$ cat src/rtl/mem_arbiter.sv
// mem_arbiter: shares one single-port synchronous RAM between two requesters.
// Each access runs IDLE -> ACCESS -> (WAIT for reads) -> IDLE, so only one
// transaction is ever outstanding.
// Build option: define MEM_ARB_RR_EN for round-robin arbitration; without it
// port 0 always wins contention and no pointer logic exists.
module mem_arbiter #(
  parameter int ADDR_W       = 32,
  parameter int DATA_W       = 32,
  parameter int READ_LATENCY = 1    // legal 1..3
) (
  input  logic              clk,
  input  logic              rst,        // asynchronous, active-low
  input  logic              m0_req,
  input  logic [ADDR_W-1:0] m0_addr,
  input  logic [DATA_W-1:0] m0_wdata,
  input  logic              m0_we,
  output logic              m0_gnt,
  output logic              m0_rvalid,
  output logic [DATA_W-1:0] m0_rdata,
  input  logic              m1_req,
  input  logic [ADDR_W-1:0] m1_addr,
  input  logic [DATA_W-1:0] m1_wdata,
  input  logic              m1_we,
  output logic              m1_gnt,
  output logic              m1_rvalid,
  output logic [DATA_W-1:0] m1_rdata,
  output logic [ADDR_W-1:0] mem_addr,
  output logic [DATA_W-1:0] mem_wdata,
  output logic              mem_we,
  input  logic [DATA_W-1:0] mem_rdata,
  output logic              busy
);

  typedef enum logic [1:0] {IDLE, ACCESS, WAIT} state_t;

  // Two bits are enough for latencies up to 3.
  localparam logic [1:0] LAT = 2'(READ_LATENCY);

  state_t            state_q, state_d;
  logic [1:0]        cnt_q, cnt_d;
  logic              sel_q, sel_d;      // port that owns the current access
  logic [ADDR_W-1:0] addr_q, addr_d;
  logic [DATA_W-1:0] wdata_q, wdata_d;
  logic              we_q, we_d;
  logic              gnt0_q, gnt0_d, gnt1_q, gnt1_d;
  logic              rv0_q, rv0_d, rv1_q, rv1_d;
  logic [DATA_W-1:0] rdata0_q, rdata0_d, rdata1_q, rdata1_d;
  logic              win;               // 1 = port 1 wins this IDLE cycle

`ifdef MEM_ARB_RR_EN
  logic ptr_q, ptr_d;                   // preferred port under contention

  // Round-robin choice: preferred port on contention, otherwise the lone requester.
  always_comb begin
    win   = m1_req & ~m0_req;
    ptr_d = ptr_q;
    if (m0_req && m1_req) begin
      win = ptr_q;
    end
    if (state_q == IDLE && (m0_req || m1_req)) begin
      ptr_d = ~ptr_q;
    end
  end

  // Pointer register, flips on every grant.
  always_ff @(posedge clk or negedge rst) begin
    if (!rst) begin
      ptr_q <= 1'b0;
    end else begin
      ptr_q <= ptr_d;
    end
  end
`else
  // Fixed priority: port 1 only wins when port 0 is not asking.
  assign win = m1_req & ~m0_req;
`endif

  // Next-state and registered-output logic for the access sequencer.
  always_comb begin
    state_d  = state_q;
    cnt_d    = cnt_q;
    sel_d    = sel_q;
    addr_d   = addr_q;
    wdata_d  = wdata_q;
    we_d     = 1'b0;
    gnt0_d   = 1'b0;
    gnt1_d   = 1'b0;
    rv0_d    = 1'b0;
    rv1_d    = 1'b0;
    rdata0_d = rdata0_q;
    rdata1_d = rdata1_q;
    case (state_q)
      IDLE: begin
        if (m0_req || m1_req) begin
          sel_d   = win;
          addr_d  = win ? m1_addr  : m0_addr;
          wdata_d = win ? m1_wdata : m0_wdata;
          we_d    = win ? m1_we    : m0_we;
          gnt0_d  = ~win;
          gnt1_d  = win;
          state_d = ACCESS;
        end
      end
      ACCESS: begin
        // we_q still holds the winner's direction during this cycle.
        if (we_q) begin
          state_d = IDLE;
        end else begin
          state_d = WAIT;
          cnt_d   = 2'd1;
        end
      end
      WAIT: begin
        if (cnt_q == LAT) begin
          state_d = IDLE;
          cnt_d   = 2'd0;
          if (sel_q) begin
            rdata1_d = mem_rdata;
            rv1_d    = 1'b1;
          end else begin
            rdata0_d = mem_rdata;
            rv0_d    = 1'b1;
          end
        end else begin
          cnt_d = cnt_q + 2'd1;
        end
      end
      default: state_d = IDLE;
    endcase
  end

  // State and output registers; reset aborts any access in flight.
  always_ff @(posedge clk or negedge rst) begin
    if (!rst) begin
      state_q  <= IDLE;
      cnt_q    <= 2'd0;
      sel_q    <= 1'b0;
      addr_q   <= '0;
      wdata_q  <= '0;
      we_q     <= 1'b0;
      gnt0_q   <= 1'b0;
      gnt1_q   <= 1'b0;
      rv0_q    <= 1'b0;
      rv1_q    <= 1'b0;
      rdata0_q <= '0;
      rdata1_q <= '0;
    end else begin
      state_q  <= state_d;
      cnt_q    <= cnt_d;
      sel_q    <= sel_d;
      addr_q   <= addr_d;
      wdata_q  <= wdata_d;
      we_q     <= we_d;
      gnt0_q   <= gnt0_d;
      gnt1_q   <= gnt1_d;
      rv0_q    <= rv0_d;
      rv1_q    <= rv1_d;
      rdata0_q <= rdata0_d;
      rdata1_q <= rdata1_d;
    end
  end

  assign m0_gnt    = gnt0_q;
  assign m1_gnt    = gnt1_q;
  assign m0_rvalid = rv0_q;
  assign m1_rvalid = rv1_q;
  assign m0_rdata  = rdata0_q;
  assign m1_rdata  = rdata1_q;
  assign mem_addr  = addr_q;
  assign mem_wdata = wdata_q;
  assign mem_we    = we_q;
  assign busy      = (state_q != IDLE);

endmodule

$ cat config.mk
export PLATFORM = sky130hd
export DESIGN_NAME = mem_arbiter
export DESIGN_NICKNAME = d
export VERILOG_FILES = /design/src/rtl/mem_arbiter.sv
export SDC_FILE = /design/constraint.sdc
export NUM_CORES = 1
export LEC_CHECK = 0
export CORE_MARGIN = 5
export CORE_UTILIZATION = 25
export CTS_CLUSTER_DIAMETER = 30
export DETAILED_ROUTE_END_ITERATION = 8
export GPL_TIMING_DRIVEN = 0
export SYNTH_ARGS = -nofsm -noshare
export SYNTH_HDL_FRONTEND = slang
export SYNTH_SLANG_ARGS = --single-unit
$ cat constraint.sdc
create_clock -name clk -period 2.6 [get_ports clk]
set_input_delay 0.26 -clock clk [delete_from_list [all_inputs] [get_ports clk]]
set_output_delay 0.26 -clock clk [all_outputs]
set_load 0.01 [all_outputs]
==> results.toml, run 1 <==
[critical_path]
required_ps = 2340
crit_type = "register to primary output"
cp.depth = 3
cp_data_arrival_time_ps = 1660
cp_top_family = "buffers and inverters"
critPathBufInv = 2
worstRegToRegCells = 4
path_max_fanout = 5
slowest_delay_ps = 490
cp_cell_sequence = "nor2_1 -> inv_1 -> clkdlybuf4s50_1"
cpMaxStageDelayCell = "clkdlybuf4s50_1"
startpoint_type = "register"
end_kind = "primary output"

[sta]
min_period_over_period = 0.737
whs_ps = 402
slew_violations = 0
relSlewSlack = 0.557
finalSetupViolations = 0
fin_crit_ps = 1920
skew_ps = 8.80
grt_setup_unrepaired = "false"
tightest_slew_ps = 664
maxClockFrequency_ghz = 0.522
hold_viol = 0

[clock_tree]
cts_num_sinks = 138
numCtsBuffers = 17
clk_pin_slew_worst_paths_ps = 70
cts.htree.levels = 4
cts_setup_buffers = 0
tritoncts = "built"
clockRootBuffer = "clkbuf_16"
clockBufferDepth = 2
worst_skew_pair.late_latency_ps = 410

[synth]
netlist_area_sq_um = 6120
synth_edf_count = 0
synth_cells = 375
post_synth_num_cell_types = 22
synth_flop_cell = "dfrtp_1"
ys_warn_count = 0
async_flop_share = 1.00
yosysSeqAreaShare = 0.564
synth_seq_cells = 138
syn_nets = 541
syn_area_per_cell_sq_um = 16.3

[floorplanning]
row_count = 57
initial_utilization = 0.253
core_area_sq_um = 24200
die-area_sq_um = 27700
die_w_microns = 167
ios = 300
fp.dieH_microns = 167

[detailed_routing]
drc = 0
viasPerCell = 4.17
dr.first_iter.drc_count = 102
num_vias = 4308
drt_first_pass_iters = 4
ant_nets = 0
avgRoutedWirePerCell_microns = 17.4
routed_wl_microns = 18000

[layout]
finish.instance_area_sq_um = 10100
layout-drive-gt1-share = 0.347
diodes = 0
fin_cells = 1032
nets = 861
fin_util = 0.418
area_growth_pct = 65.4

[job]
maxCapViolations = 0

[placement]
dpl-instance-area_sq_um = 9550
gp_congestion = 0.784
hpwl_microns = 14100
dp.cells = 999
io_buffers = 299

[worst_hold_path]
hold_path.class = "primary input to asynchronous set/reset pin"

[pwr]
power_leakage_uw = 0.00426
power_uw = 11200
ir_worst_vdd_uv = 421
powerDensity_nw_per_um2 = 1110

[global_route]
grtUsageTotal = 0.129
antenna_found_initial = 0
grt_pass1_wl_microns = 28600
grt_max_degree = 72
grt_overflow_total = 0
grt_pass1_vias = 5033

[run_status]
status = "finished clean"
-- synthesized netlist by cell type, types with 2 or more instances --
cell	n	area (sq um)
buf_4	6	45.0
o21ai_0	2	10.0
mux2_4	49	736
a21oi_1	2	10.0
nand2_1	3	11.3
dfrtp_1	138	3450
nor2_1	4	15.0
buf_2	5	25.0
mux2_2	143	1610
inv_1	2	7.51
buf_6	9	101
nand2b_1	2	12.5
-- final timing paths --
| check | from | endpoint | slack, ps |
|---|---|---|---|
| hold reg to reg | m1_rdata[0] | m1_rdata[0] | 500 |
| setup / recovery | state_q[0] | busy | 680 |
| min in group clk | m0_we | mem_we | 420 |
| hold / removal | rst | m1_rdata[20] | 400 |
| setup reg to reg | state_q[0] | m0_rdata[27] | 790 |
| max in group asynchronous | rst | mem_wdata[17] | 1400 |
-- through the flow --
stage / setup TNS (ps) / setup WS (ps)
after floorplan: 0 / 1040
after global placement: -568290 / -4140
after detailed placement: 0 / 498
after CTS: 0 / 638
after global routing: 0 / 555
final: 0 / 683
-- cell families after synthesis --
logic type / count (synthesis) / share of synthesized area
compound gates: 6 / 0.00572
simple gates: 17 / 0.0180
buf+inv: 22 / 0.0292
flops: 138 / 0.564
mux: 192 / 0.383
-- placed cells by master, fill, tap and decap left out --
cell type and count:
inv_6 3, clkinvlp_4 3, a21oi_1 2, clkinv_4 3, o21a_1 1, buf_16 1
buf_6 10, clkbuf_16 17, and3_1 1, inv_1 2, o21ai_0 2, nand2b_1 2
clkbuf_8 2, nand3_1 1, and2_1 1, nor2_1 4, bufinv_16 1, clkbuf_1 2
nor3b_4 1, mux2_2 143, o211ai_1 1, nor2b_1 1, mux2_4 49, and2b_1 1
nand2_1 3, dlygate4sd3_1 1, nand2b_4 1, clkinv_2 1, clkdlybuf4s50_1 298, buf_2 5
nand3b_1 1, dfrtp_1 138, buf_4 6
-- cell type report --
cell class	instances	area [sq um]
inverter	2	7.51
clock buffer	21	460
timing repair buffer	301	3030
tap	324	405
buffer	20	171
multi-input combinational	215	2490
clock inverter	11	110
fill	2273	14100
sequential	138	3450
-- registers in the layout, indices dropped and copies added, names as in the netlist --
signal,cells
state_q,2
m1_rvalid,1
m1_gnt,1
m0_rvalid,1
m0_rdata,32
cnt_q,2
mem_wdata,32
mem_we,1
sel_q,1
m1_rdata,32
m0_gnt,1
mem_addr,32
-- layer usage --
| layer | vias up | routed length [microns] | global-route usage |
|---|---|---|---|
| li1 | 1988 | - | - |
| met1 | 2149 | 7120 | 0.147 |
| met2 | 148 | 9530 | 0.234 |
| met3 | 23 | 946 | 0.0322 |
| met4 | 0 | 399 | 0.0487 |
| met5 | - | 0 | 0 |
-- repair_timing --
item | CTS | global route
hold buffers | 1 | 0
hold endpoints to repair | 67 | 0
resized for setup | 0 | 0
-- power by group --
group	switching, uW	internal (uW)	leakage [uW]
combinational	1890	3230	0.00236
sequential	564	3230	0.00163
clock	948	1380	0.000271
No activity file was read; power rests on OpenSTA's default activity.
==> inputs of run 2 (changes only) <==
==> constraint.sdc (replaced) <==
create_clock -name clk -period 1.7 [get_ports clk]
set_input_delay 0.17 -clock clk [delete_from_list [all_inputs] [get_ports clk]]
set_output_delay 0.17 -clock clk [all_outputs]
set_load 0.01 [all_outputs]
==> run 2 against run 1 <==
  * Routed wire length rose by 0.36%
  * Cell count rose by 0.19%
  * Via count rose by 0.19%
  * Critical path type is now register to register
==> results.toml, run 2 (synthesis gave the netlist of run 1 again) <==
[run_status]
status = "finished clean"

[critical_path]
startpoint_type = "register"
required_ps = 1990
cpMaxStageDelayCell = "dfrtp_2"
critPathBufInv = 2
cp_cell_sequence = "nor2_4 -> o21a_1 -> buf_6 -> buf_4 -> mux2_2"
end_kind = "register"
path_max_fanout = 10
crit_type = "register to register"
cp_data_arrival_time_ps = 1910
cp_top_family = "flip-flops"
slowest_delay_ps = 440

[global_route]
grtUsageTotal = 0.130
antenna_found_initial = 0
grt_max_degree = 72
grt_overflow_total = 0
grt_pass1_vias = 5048
grt_pass1_wl_microns = 28700

[placement]
dpl-instance-area_sq_um = 9550
gp_congestion = 0.784
hpwl_microns = 14100
io_buffers = 299

[sta]
slew_violations = 0
grt_setup_unrepaired = "true"
tightest_slew_ps = 663
fin_crit_ps = 1620
finalSetupViolations = 0
maxClockFrequency_ghz = 0.618
whs_ps = 309
tns_ps = 0
hold_viol = 0
min_period_over_period = 0.951
relSlewSlack = 0.558
skew_ps = 8.76

[pwr]
powerDensity_nw_per_um2 = 1700
ir_worst_vdd_uv = 648
power_uw = 17300
power_leakage_uw = 0.00429

[layout]
fill_cells = 2259
mostFrequentLayoutCells = "clkdlybuf4s50_1, mux2_2, dfrtp_1"
layout_commonest_cell = "clkdlybuf4s50_1"
register_area_sq_um = 3460
multi_input_area_sq_um = 2520
diodes = 0
nets = 863
area_growth_pct = 66.9
finish.instance_area_sq_um = 10200
layout-drive-gt1-share = 0.358
fin_util = 0.421

[clock_tree]
clockRootBuffer = "clkbuf_16"
tritoncts = "built"
worst_skew_pair.late_latency_ps = 410
numCtsBuffers = 17
cts.htree.levels = 4
clk_pin_slew_worst_paths_ps = 70
cts_num_sinks = 138
clockBufferDepth = 2

[detailed_routing]
drc = 0
dr.first_iter.drc_count = 100
ant_nets = 0
num_vias = 4316
routed_wl_microns = 18100
avgRoutedWirePerCell_microns = 17.5
drt_first_pass_iters = 4
viasPerCell = 4.17

[floorplanning]
ios = 300
row_count = 57
core_area_sq_um = 24200
die-area_sq_um = 27700
die_w_microns = 167
initial_utilization = 0.253
fp.dieH_microns = 167

[job]
maxCapViolations = 0

[worst_hold_path]
hold_path.class = "primary input to asynchronous set/reset pin"
[run 2: path summary, 6_finish.rpt]
check	startpoint	endpoint	slack, ps	cells past startpoint
min in group clk	m0_we	mem_we	330	3
max in group asynchronous	rst	mem_wdata[17]	600	3
worst min register to register	m1_rdata[0]	m1_rdata[0]	500	1
worst min-delay path	rst	m1_rdata[20]	310	2
worst max register to register	state_q[0]	mem_addr[29]	80	5
worst max-delay path	state_q[0]	mem_addr[29]	80	5
[run 2: timing repair]
item                       4_1_cts  5_1_grt
setup buffers                    2        0
setup endpoints to repair      108       88
cloned                           0        0
hold buffers                     1        0
gates resized for setup          5       13
pin swaps                        1        1
hold endpoints to repair        67        0
[run 2: layout make-up]
type | count | area share
clock buffers | 21 | 0.0451
well taps | 324 | 0.0397
flip-flops and latches | 138 | 0.338
multi-input cells | 215 | 0.247
clock inverters | 11 | 0.0108
plain buffers | 20 | 0.0197
repair buffers | 303 | 0.299
inverters | 2 | 0.000735
[run 2: per-stage QoR]
stage	setup slack, ps	instances
6_report	83.1	1034
3_3_place_gp	-4950	998
5_1_grt	-23.6	1034
2_1_floorplan	141	375
3_5_place_dp	-312	999
4_1_cts	27.2	1034
[run 2: layer usage]
metal | routed length, microns | part of all wire | track usage
met4 | 404 | 0.022 | 0.0487
met5 | 0 | 0 | 0
met2 | 9550 | 0.53 | 0.234
met3 | 942 | 0.052 | 0.0322
met1 | 7160 | 0.40 | 0.148
[run 2: power by group]
group / switching (uW) / internal, uW
Clock: 1450 / 2110
Sequential: 885 / 4940
Combinational: 2920 / 5030
